[config.mk]
export PLATFORM = sky130hd
export DESIGN_NAME = ifetch_queue
export DESIGN_NICKNAME = d
export VERILOG_FILES = /design/src/rtl/lc3b_types.sv /design/src/rtl/ifq_fifo.sv /design/src/rtl/ifetch_queue.sv
export SDC_FILE = /design/constraint.sdc
export NUM_CORES = 1
export LEC_CHECK = 0
export BUFFER_PORTS_ARGS = -buffer_cell sky130_fd_sc_hd__buf_2
export CAP_MARGIN = 10
export CORE_ASPECT_RATIO = 1.75
export CORE_MARGIN = 2
export CORE_UTILIZATION = 40
export CTS_CLUSTER_DIAMETER = 100
export DETAILED_ROUTE_END_ITERATION = 8
export GPL_TIMING_DRIVEN = 0
export SYNTH_ARGS = -nofsm -noshare
export SYNTH_HDL_FRONTEND = slang
export SYNTH_SLANG_ARGS = --single-unit
[constraint.sdc]
create_clock -name clk -period 3.8 [get_ports clk]
set_input_delay 0.57 -clock clk [delete_from_list [all_inputs] [get_ports clk]]
set_output_delay 0.57 -clock clk [all_outputs]
set_load 0.02 [all_outputs]
[src/rtl/lc3b_types.sv]
// ---------------------------------------------------------------------------
// lc3b_types: shared types for the LC-3b pipelined core front end.
//
// Contents:
//   ifq_state_t  - instruction-fetch queue FSM states (REQ, UNPACK, DISCARD)
//   ifq_entry_t  - one queued instruction word and its next-PC, packed
//                  {instr, npc}, sized for the default 16-bit word/address
//   sat_inc32    - saturating 32-bit increment used by statistics counters
// ---------------------------------------------------------------------------
package lc3b_types;

  typedef enum logic [1:0] {
    REQ     = 2'd0,
    UNPACK  = 2'd1,
    DISCARD = 2'd2
  } ifq_state_t;

  localparam int IFQ_WORD_W = 16;
  localparam int IFQ_ADDR_W = 16;

  typedef struct packed {
    logic [IFQ_WORD_W-1:0] instr;
    logic [IFQ_ADDR_W-1:0] npc;
  } ifq_entry_t;

  // Sticks at all-ones instead of wrapping back to zero.
  function automatic logic [31:0] sat_inc32(input logic [31:0] v);
    return (v == 32'hFFFF_FFFF) ? v : v + 32'd1;
  endfunction

endpackage

[src/rtl/ifq_fifo.sv]
// ---------------------------------------------------------------------------
// ifq_fifo: synchronous word FIFO with flush for the instruction-fetch queue.
//
// Ports:
//   clk    in   clock, rising edge
//   rst_n  in   asynchronous active-low reset (FIFO empty)
//   flush  in   empties the FIFO; any push/pop in the same cycle is dropped
//   push   in   write din at the tail (honoured when not full, or when a pop
//               happens in the same cycle)
//   din    in   entry to write
//   pop    in   remove the head entry (ignored when empty)
//   dout   out  head entry; driven 0 when empty
//   full   out  DEPTH entries stored
//   empty  out  no entries stored
//
// Pointers carry one extra wrap bit so full and empty are distinguishable
// without a separate counter. dout is read from registered storage only.
// ---------------------------------------------------------------------------
module ifq_fifo #(
  parameter int WIDTH = 32,
  parameter int DEPTH = 4
) (
  input  logic             clk,
  input  logic             rst_n,
  input  logic             flush,
  input  logic             push,
  input  logic [WIDTH-1:0] din,
  input  logic             pop,
  output logic [WIDTH-1:0] dout,
  output logic             full,
  output logic             empty
);

  localparam int AW = $clog2(DEPTH);

  logic [AW:0]      wr_ptr;
  logic [AW:0]      rd_ptr;
  logic [WIDTH-1:0] mem [DEPTH];
  logic             do_push;
  logic             do_pop;

  assign empty = (wr_ptr == rd_ptr);
  // Same slot index but opposite wrap bits: the writer is a full lap ahead.
  assign full  = (wr_ptr[AW] != rd_ptr[AW]) &&
                 (wr_ptr[AW-1:0] == rd_ptr[AW-1:0]);

  assign do_pop  = pop && !empty && !flush;
  // A pop in the same cycle frees the head slot, so a full FIFO may still
  // accept a push and keep its occupancy unchanged.
  assign do_push = push && (!full || do_pop) && !flush;

  always_ff @(posedge clk or negedge rst_n) begin
    if (!rst_n) begin
      wr_ptr <= '0;
      rd_ptr <= '0;
    end else if (flush) begin
      wr_ptr <= '0;
      rd_ptr <= '0;
    end else begin
      if (do_push) wr_ptr <= wr_ptr + {{AW{1'b0}}, 1'b1};
      if (do_pop)  rd_ptr <= rd_ptr + {{AW{1'b0}}, 1'b1};
    end
  end

  always_ff @(posedge clk) begin
    if (do_push) mem[wr_ptr[AW-1:0]] <= din;
  end

  assign dout = empty ? '0 : mem[rd_ptr[AW-1:0]];

endmodule

[src/rtl/ifetch_queue.sv]
// ---------------------------------------------------------------------------
// ifetch_queue: instruction-fetch front end for the pipelined LC-3b core.
//
// Fetches whole lines from instruction memory, unpacks them word by word into
// a DEPTH-entry FIFO and presents the head word to decode. A redirect flushes
// the FIFO and refetches from the new PC; a line response still in flight at
// the time of the redirect is dropped.
//
// Optional build macro: IFQ_STATS_EN adds saturating 32-bit counters
// stat_redirects, stat_discards and stat_empty_cycles.
//
// Ports:
//   clk             in   clock, rising edge
//   rst_n           in   asynchronous active-low reset
//   redirect_valid  in   single-cycle redirect request (highest priority)
//   redirect_pc     in   new fetch byte address, bit 0 ignored
//   imem_read       out  line read request, held until imem_resp
//   imem_address    out  line-aligned byte address of the request
//   imem_resp       in   one-cycle response strobe
//   imem_rdata      in   returned line
//   dec_valid       out  head word valid
//   dec_ready       in   decode takes the head word this cycle
//   dec_instr       out  head instruction (0 when empty)
//   dec_npc         out  head instruction address + 2 (0 when empty)
//   dbg_state       out  current FSM state (ifq_state_t encoding)
//   stat_*          out  statistics counters (IFQ_STATS_EN builds only)
//
// Handshakes: a word moves to decode on a rising edge where dec_valid and
// dec_ready are both 1 and no redirect is present; dec_instr/dec_npc stay
// stable while dec_valid is high and dec_ready is low. Memory requests hold
// imem_read and imem_address stable until the cycle imem_resp is seen.
// ---------------------------------------------------------------------------
module ifetch_queue
  import lc3b_types::*;
#(
  parameter int                    LINE_WIDTH = 128,
  parameter int                    WORD_WIDTH = 16,
  parameter int                    ADDR_WIDTH = 16,
  parameter int                    DEPTH      = 4,
  parameter logic [ADDR_WIDTH-1:0] RESET_PC   = 16'h0000
) (
  input  logic                  clk,
  input  logic                  rst_n,
  input  logic                  redirect_valid,
  input  logic [ADDR_WIDTH-1:0] redirect_pc,
  output logic                  imem_read,
  output logic [ADDR_WIDTH-1:0] imem_address,
  input  logic                  imem_resp,
  input  logic [LINE_WIDTH-1:0] imem_rdata,
  output logic                  dec_valid,
  input  logic                  dec_ready,
  output logic [WORD_WIDTH-1:0] dec_instr,
  output logic [ADDR_WIDTH-1:0] dec_npc,
  output logic [1:0]            dbg_state
`ifdef IFQ_STATS_EN
  ,
  output logic [31:0]           stat_redirects,
  output logic [31:0]           stat_discards,
  output logic [31:0]           stat_empty_cycles
`endif
);

  localparam int WPL = LINE_WIDTH / WORD_WIDTH;
  localparam int OFF = $clog2(WPL);
  localparam int EW  = WORD_WIDTH + ADDR_WIDTH;
  // Byte-offset bits inside one line: cleared to form the line address.
  localparam logic [ADDR_WIDTH-1:0] OFF_MASK = ADDR_WIDTH'((1 << (OFF + 1)) - 1);

  ifq_state_t            state;
  ifq_state_t            state_n;
  logic [ADDR_WIDTH-1:0] fetch_pc;
  logic [ADDR_WIDTH-1:0] fetch_pc_n;
  logic [ADDR_WIDTH-1:0] stale_addr;
  logic [ADDR_WIDTH-1:0] stale_addr_n;
  logic [LINE_WIDTH-1:0] line_buf;
  logic [LINE_WIDTH-1:0] line_buf_n;
  logic                  read_en;

  logic [OFF-1:0]        word_idx;
  logic [WORD_WIDTH-1:0] cur_word;
  logic                  last_word;
  logic [ADDR_WIDTH-1:0] pc_plus2;
  logic [ADDR_WIDTH-1:0] line_addr;
  logic [ADDR_WIDTH-1:0] redir_pc;

  logic                  fifo_push;
  logic                  fifo_pop;
  logic                  fifo_full;
  logic                  fifo_empty;
  logic [EW-1:0]         fifo_din;
  logic [EW-1:0]         fifo_dout;

  // -------------------------------------------------------------------------
  // Address arithmetic (modulo 2^ADDR_WIDTH)
  // -------------------------------------------------------------------------
  assign word_idx  = fetch_pc[OFF:1];
  assign last_word = &word_idx;
  assign pc_plus2  = fetch_pc + ADDR_WIDTH'(2);
  assign line_addr = fetch_pc & ~OFF_MASK;
  assign redir_pc  = redirect_pc & ~ADDR_WIDTH'(1);

  // Word selector over the latched line.
  always_comb begin
    cur_word = '0;
    for (int k = 0; k < WPL; k++) begin
      if (word_idx == OFF'(k)) cur_word = line_buf[k*WORD_WIDTH +: WORD_WIDTH];
    end
  end

  // -------------------------------------------------------------------------
  // FSM state register
  // -------------------------------------------------------------------------
  always_ff @(posedge clk or negedge rst_n) begin
    if (!rst_n) begin
      state      <= REQ;
      fetch_pc   <= RESET_PC;
      stale_addr <= '0;
      line_buf   <= '0;
      read_en    <= 1'b0;
    end else begin
      state      <= state_n;
      fetch_pc   <= fetch_pc_n;
      stale_addr <= stale_addr_n;
      line_buf   <= line_buf_n;
      read_en    <= 1'b1;
    end
  end

  // -------------------------------------------------------------------------
  // FSM next state, unpack and redirect handling
  // -------------------------------------------------------------------------
  always_comb begin
    state_n      = state;
    fetch_pc_n   = fetch_pc;
    stale_addr_n = stale_addr;
    line_buf_n   = line_buf;
    fifo_push    = 1'b0;

    unique case (state)
      REQ: begin
        if (imem_resp) begin
          line_buf_n = imem_rdata;
          state_n    = UNPACK;
        end
      end
      UNPACK: begin
        // A full FIFO still takes a word when decode pops the head.
        if (!fifo_full || dec_ready) begin
          fifo_push  = 1'b1;
          fetch_pc_n = pc_plus2;
          if (last_word) state_n = REQ;
        end
      end
      DISCARD: begin
        // fetch_pc already holds the redirect target; just wait the old
        // response out and then request the new line.
        if (imem_resp) state_n = REQ;
      end
      default: state_n = REQ;
    endcase

    // Redirect overrides everything decided above.
    if (redirect_valid) begin
      fifo_push  = 1'b0;
      line_buf_n = line_buf;
      fetch_pc_n = redir_pc;
      if ((state == REQ || state == DISCARD) && !imem_resp) begin
        state_n = DISCARD;
      end else begin
        state_n = REQ;
      end
      // Keep presenting the outstanding request's address while waiting for
      // its response; later redirects in DISCARD must not disturb it.
      if (state == REQ) stale_addr_n = line_addr;
    end
  end

  assign imem_read    = read_en && (state == REQ || state == DISCARD);
  assign imem_address = (state == DISCARD) ? stale_addr : line_addr;
  assign dbg_state    = state;

  // -------------------------------------------------------------------------
  // Word FIFO
  // -------------------------------------------------------------------------
  assign fifo_din = {cur_word, pc_plus2};
  assign fifo_pop = dec_valid && dec_ready && !redirect_valid;

  ifq_fifo #(
    .WIDTH (EW),
    .DEPTH (DEPTH)
  ) u_fifo (
    .clk   (clk),
    .rst_n (rst_n),
    .flush (redirect_valid),
    .push  (fifo_push),
    .din   (fifo_din),
    .pop   (fifo_pop),
    .dout  (fifo_dout),
    .full  (fifo_full),
    .empty (fifo_empty)
  );

  assign dec_valid = !fifo_empty;
  assign dec_instr = fifo_dout[EW-1:ADDR_WIDTH];
  assign dec_npc   = fifo_dout[ADDR_WIDTH-1:0];

  // -------------------------------------------------------------------------
  // Optional statistics
  // -------------------------------------------------------------------------
`ifdef IFQ_STATS_EN
  logic resp_dropped;

  // Response that is thrown away: the line was already stale, or a redirect
  // arrived in the same cycle.
  assign resp_dropped = imem_resp && imem_read &&
                        (state == DISCARD || redirect_valid);

  always_ff @(posedge clk or negedge rst_n) begin
    if (!rst_n) begin
      stat_redirects    <= '0;
      stat_discards     <= '0;
      stat_empty_cycles <= '0;
    end else begin
      if (redirect_valid) stat_redirects    <= sat_inc32(stat_redirects);
      if (resp_dropped)   stat_discards     <= sat_inc32(stat_discards);
      if (!dec_valid)     stat_empty_cycles <= sat_inc32(stat_empty_cycles);
    end
  end
`endif

endmodule

**Word level (Yosys, flattened, before mapping)**

Memory sizes are Yosys's and may differ from the RTL's.
Index checks and enable logic that the tools add are counted.

- Memories: 1
- Bits in writable memories: 128
- Output and inout bits: 52
- Word-level logic and storage cells: 84
- Flip-flop bits (word level): 165

Memories:

| name | words | bits a word | read ports | clocked after Yosys merged registers in | write ports | RTL line | text |
|---|---|---|---|---|---|---|---|
| u_fifo.mem | 4 | 32 | 1 | 0 | 1 | ifq_fifo.sv:38 | `logic [WIDTH-1:0] mem [DEPTH];` |

- Add/sub/neg operators: 3
- Reduce and logical (&&, ||, !) cells: 27
- Mux-type cells: 29
- Bitwise gates (word level): 1
- Equality and inequality tests: 16

Operators by type and width:

| cell | number |
|---|---|
| $mux W16 | 12 |
| $mux W32 | 1 |
| $add A16 B2 Y16 const B | 1 |
| $eq A3 B3 Y1 const B | 4 |
| $mux W2 | 6 |
| $mux W3 | 4 |
| $ne A3 B3 Y1 const B | 4 |
| $logic_and A1 B1 Y1 | 9 |
| $reduce_bool A2 Y1 | 4 |
| $add A3 B1 Y3 const B | 2 |
| $eq A3 B2 Y1 const B | 2 |
| $pmux W2 S3 | 1 |
| $reduce_and A3 Y1 | 2 |
| $mux W1 | 5 |
| $logic_not A1 Y1 | 4 |
| $reduce_and A2 Y1 | 2 |
| $reduce_and A4 Y1 | 1 |
| $eq A3 B1 Y1 const B | 1 |
| $eq A3 B3 Y1 | 1 |
| $logic_not A3 Y1 | 1 |
| $logic_or A1 B1 Y1 | 3 |
| $eq A2 B1 Y1 const B | 1 |
| $eq A2 B2 Y1 | 1 |
| $eq A2 B2 Y1 const B | 1 |
| other kinds (3) | 3 |

**Logic depth before layout (Yosys ltp)**

- Depth in word-level cells: 11
- Gate-level depth with buffers: 10
- Mapped depth without buffers: 6

**Modules after synthesis**

A second synthesis with hierarchy kept.

- Cell total of the unflattened synthesis: 992
- Area total of the unflattened synthesis: 13178.9 sq um

Modules (own cells, without submodules):

| module | cells an instance | area each (sq um) | times used |
|---|---|---|---|
| ifetch_queue | 734 | 7858.8 | 1 |
| ifq_fifo | 258 | 5320.1 | 1 |

**Worst setup path after synthesis**

OpenSTA, ideal clock, no wires.

- Path kind: register to register
- Start: register u_fifo.rd_ptr[0]
- End: memory u_fifo.mem[3][10] (enable)
- Data required time: 3.381 ns
- Path slack: 1.070 ns
- Arrival: 2.311 ns
- Setup time: 0.419 ns
- Cell stages (with the launch flop): 5
- Path through: dfrtp_1 buf_4 xor2_2 o41ai_2 nor2_1

- Cells in the longest elaborated chain, start to end: 11
- Elaborated cells between the ends (all ways): 18
- Classes of those cells: 2 x eq/ne; 5 x mux; 11 x reduce/logical

RTL lines:

| item | RTL line | text |
|---|---|---|
| from (decl) | ifq_fifo.sv:37 | `logic [AW:0] rd_ptr;` |
| from (signal assigned) | ifq_fifo.sv:61 | `if (do_pop) rd_ptr <= rd_ptr + {{AW{1'b0}}, 1'b1};` |
| $eq A2 B2 Y1 / $eq A3 B3 Y1 (equally long branches) | ifq_fifo.sv:45, ifq_fifo.sv:42 |  |
| $logic_and A1 B1 Y1 / $logic_not A1 Y1 (equally long branches) | ifq_fifo.sv:44, ifq_fifo.sv:47, ifetch_queue.sv:203 |  |
| $logic_not A1 Y1 / $logic_and A1 B1 Y1 (equally long branches) | ifq_fifo.sv:50, ifetch_queue.sv:148, ifetch_queue.sv:186 |  |
| $logic_or A1 B1 Y1 / $logic_and A1 B1 Y1 (equally long branches) | ifetch_queue.sv:148, ifetch_queue.sv:186 |  |
| $mux W1 / $logic_and A1 B1 Y1 (equally long branches) | ifetch_queue.sv:148, ifq_fifo.sv:47 |  |
| $mux W1 / $logic_and A1 B1 Y1 (equally long branches) | ifetch_queue.sv:139, ifq_fifo.sv:47 |  |
| $mux W1 / $logic_or A1 B1 Y1 (equally long branches) | ifetch_queue.sv:163, ifq_fifo.sv:50 |  |
| $logic_and A1 B1 Y1 (*) (2 in a row) | ifq_fifo.sv:50 | `assign do_push = push && (!full \|\| do_pop) && !flush;` |
| $mux W1 (*) | ifq_fifo.sv:66 | `if (do_push) mem[wr_ptr[AW-1:0]] <= din;` |
| $mux W1 (not written as such) (*) | ifq_fifo.sv:66 |  |
| to (decl) | ifq_fifo.sv:38 |  |

Every way passes the cells marked *; elsewhere a longest branch is shown, timed or not.

**Worst setup path in the final report**

- Start: register u_fifo.rd_ptr[0]
- End: output dec_instr[2]

- Cells in the longest elaborated chain, start to end: 2
- Elaborated cells between the ends (all ways): 3
- Classes of those cells: 1 x eq/ne; 1 x mux; 1 x memory

RTL lines:

| item | RTL line | text |
|---|---|---|
| $mem_v2 Z4 W32 / $eq A3 B3 Y1 (equally long branches) | -- |  |
| $mux W32 (*) | ifq_fifo.sv:69 | `assign dout = empty ? '0 : mem[rd_ptr[AW-1:0]];` |
| to (decl) | ifetch_queue.sv:52 | `output logic [WORD_WIDTH-1:0] dec_instr,` |

Marks and branches as above.

==> impl_metrics.sql <==
INSERT INTO impl_metrics (metric_group, metric, value, unit) VALUES
('setup_path', 'crit_type', 'register to output pin', ''),
('yosys', 'synth.distinct_cells', '51', ''),
('global_routing', 'track_usage', '0.199', ''),
('global_routing', 'grt_pass1_wl', '50.9', 'mm'),
('floorplan', 'vertical_die_dimension', '241', 'microns'),
('route', 'route.detailed.vias_per_inst', '5.30', ''),
('clocking', 'tritoncts', 'built', ''),
('clocking', 'cts_made_buffers', '27', ''),
('route', 'drtAntennaViolNets', '0', ''),
('global_routing', 'initial_antenna_violation_count', '1', ''),
('timing', 'period_minus_slack', '3.32', 'ns'),
('route', 'drcViolationCount', '0', ''),
('floorplan', 'std_cell_rows', '86', ''),
('route', 'wl_per_cell', '21.3', 'microns'),
('pwr', 'combPwrFrac', '0.203', ''),
('setup_path', 'cp_data_required_time', '3.23', 'ns'),
('clocking', 'post_cts_gate_resize_count', '0', ''),
('floorplan', 'core', '31500', 'sq um'),
('pwr', 'leakagePower', '6.08', 'nW'),
('timing', 'fmax', '301', 'MHz'),
('finish', 'final_util', '0.485', ''),
('finish', 'syn_to_final_growth', '19.6', '%'),
('yosys', 'synth-edff-count', '124', ''),
('yosys', 'yosys.cell_count.top_type', 'dfrtp_1', ''),
('worst_hold_path', 'whs_path_depth', '2', ''),
('setup_path', 'cp.arrival', '2.75', 'ns'),
('pwr', 'internal_power', '6.15', 'mW'),
('finish', 'design.final.nets', '1298', ''),
('status', 'run_status', 'complete, no violations', ''),
('pwr', 'design_power_total', '8.51', 'mW'),
('timing', 'report.final.setup_viol', '0', ''),
('route', 'drt_first_iter_violations', '362', ''),
('route', 'route.vias.total', '8245', ''),
('timing', 'hold_viol_final', '0', ''),
('global_routing', 'grt_start_max_net_pins', '114', ''),
('yosys', 'synth_top_area_share', '0.321', ''),
('yosys', 'post_synth.cell_area_avg', '14.1', 'sq um'),
('timing', 'worstMarginPinSlew', '0.932', 'ns'),
('clocking', 'clock_latency_on_the_worst_skew_pair', '0.54', 'ns'),
('placed_design', 'routabilityCongestion', '0.841', ''),
('timing', 'fin_worst_skew', '0.00955', 'ns'),
('yosys', 'top_cells_by_area_synth', 'dfrtp_1 (32%), edfxtp_1 (29%), mux2_2 (12%)', ''),
('worst_hold_path', 'min_delay_worst_endpoint', 'dbg_state[1]', ''),
('setup_path', 'crit-reg2reg-launch', 'fetch_pc[1]', ''),
('floorplan', 'die-width', '139', 'microns'),
('placed_design', 'placement.io_buffers', '193', ''),
('yosys', 'synth_top_flop_cell', 'dfrtp_1', ''),
('floorplan', 'starting_density_of_the_core', '0.406', ''),
('route', 'drtPass1Iterations', '5', ''),
('pwr', 'pwr-share-clk', '0.331', ''),
('clocking', 'clkSinkCount', '288', ''),
('setup_path', 'reg2reg_slack', '0.69', 'ns'),
('yosys', 'synthArstFlopShare', '0.569', ''),
('setup_path', 'r2r.worst_path.cells', '9', ''),
('setup_path', 'kind_of_end_point_of_the_critical_path', 'output pin', ''),
('clocking', 'cts.reportedPaths.clkPinSlew', '0.06', 'ns'),
('worst_hold_path', 'hold_start', 'imem_resp', ''),
('global_routing', 'vias_in_the_first_global_route', '8796', ''),
('yosys', 'synthDominantAreaCellType', 'dfrtp_1', ''),
('finish', 'post_route_cells_drive_above_1_share', '0.396', ''),
('pwr', 'power.density', '556', 'nW/um^2'),
('pwr', 'vdd_ir_drop_max', '0.469', 'mV'),
('pwr', 'netSwitchingFraction', '0.278', ''),
('worst_hold_path', 'worst_hold_check_path_type', 'input pin to register', ''),
('setup_path', 'cp-start-kind', 'register', ''),
('setup_path', 'path_max_fanout', '10', ''),
('floorplan', 'ioPinCount', '201', ''),
('clocking', 'cts.htree.levels', '1', ''),
('setup_path', 'r2r-end', 'u_fifo.mem[3][29]', ''),
('global_routing', 'overflow', '0', ''),
('clocking', 'clock_tree.buffer_depth', '3', '');
[placed cells by master, fill, tap and decap left out, types with 8 or more instances in the layout]
cell type / count
buf_2: 218
or3_1: 10
o21ai_0: 26
nor2_1: 31
edfxtp_1: 124
clkbuf_16: 27
xnor2_1: 11
clkbuf_1: 32
nand3_1: 9
inv_1: 25
a311o_1: 15
a221o_1: 15
nor2b_1: 34
buf_4: 8
o22ai_1: 17
nand2_1: 45
dfrtp_1: 164
mux2_2: 136
a21oi_1: 50
mux4_2: 31
nand3b_1: 16
a31oi_1: 10
ha_1: 11
[registers in the layout, indices dropped and copies added (netlist names)]
name           cells
line_buf         128
u_fifo.wr_ptr      3
fetch_pc          15
read_en            1
stale_addr        12
u_fifo.mem       124
dbg_state          2
u_fifo.rd_ptr      3
[per-stage QoR]
stage / worst slack (ns) / setup TNS [ns] / hold WS, ns / cell area (sq um) / instances
after global placement: -0.557 / -94.87 / 0.484 / 14300 / 1500
after CTS: 0.388 / 0 / 0.188 / 15300 / 1554
after floorplan: 1.07 / 0 / 0.274 / 12800 / 911
after global routing: 0.215 / 0 / 0.220 / 15300 / 1555
final: 0.476 / 0 / 0.210 / 15300 / 1555
after detailed placement: 0.769 / 0 / 0.491 / 14400 / 1504
[what timing repair did]
item                      in CTS  in global routing
hold buffers                   1                  0
hold endpoints to repair      51                  0
setup buffers                  0                  0
[cell type report]
cell class | instances | area [sq um]
fillers | 2876 | 16200
multi-input cells | 527 | 4530
clock buffers | 28 | 679
flip-flops and latches | 288 | 7830
inverters | 26 | 97.6
plain buffers | 70 | 363
clock inverters | 21 | 234
well taps | 396 | 495
diodes | 1 | 2.50
repair buffers | 198 | 1070
[worst max path at each step]
| stage | endpoint | cells after the start | from |
|---|---|---|---|
| after floorplan | u_fifo.mem[3][10] | 4 | u_fifo.rd_ptr[0] |
| after CTS | dec_instr[2] | 6 | u_fifo.rd_ptr[0] |
| after detailed placement | u_fifo.mem[2][29] | 9 | fetch_pc[1] |
| after global routing | dec_instr[2] | 6 | u_fifo.rd_ptr[0] |
| after global placement | line_buf[121] | 1 | rst_n |
| final | dec_instr[2] | 6 | u_fifo.rd_ptr[0] |
[power by group through the flow]
stage	sequential [mW]	combinational, mW	clock, mW
floorplan	3.94	1.17	0
global placement	4.01	1.71	0
detailed placement	4.02	1.75	0
CTS	3.96	1.76	2.88
global route	4.01	1.89	2.99
finish	3.96	1.73	2.82
[worst max-delay path: stages (launching register included)]
cell	delay, ns
dfrtp_1	0.40
buf_4	0.17
xor2_2	0.22
nor3_1	0.58
clkbuf_1	0.47
nor2b_1	0.18
buf_2	0.20
[kinds of logic after synthesis]
| family | Yosys count | share of synthesized area |
|---|---|---|
| AO/OA/AOI/OAI | 148 | 0.0777 |
| XOR/XNOR | 19 | 0.0142 |
| adder cells (fa/ha/maj) | 11 | 0.0108 |
| buffers and inverters | 96 | 0.0360 |
| flip-flops | 288 | 0.612 |
| multiplexers | 170 | 0.177 |
| other | 2 | 0.000587 |
| AND/OR/NAND/NOR | 173 | 0.0719 |
[routing by layer]
| metal | up-vias | wire length (microns) | GRT usage |
|---|---|---|---|
| met5 | - | 0 | 0 |
| met4 | 0 | 1700 | 0.0998 |
| met1 | 4130 | 12400 | 0.220 |
| li1 | 3816 | - | - |
| met3 | 66 | 1160 | 0.0219 |
| met2 | 233 | 17900 | 0.378 |
No activity file was read; power rests on OpenSTA's default activity.
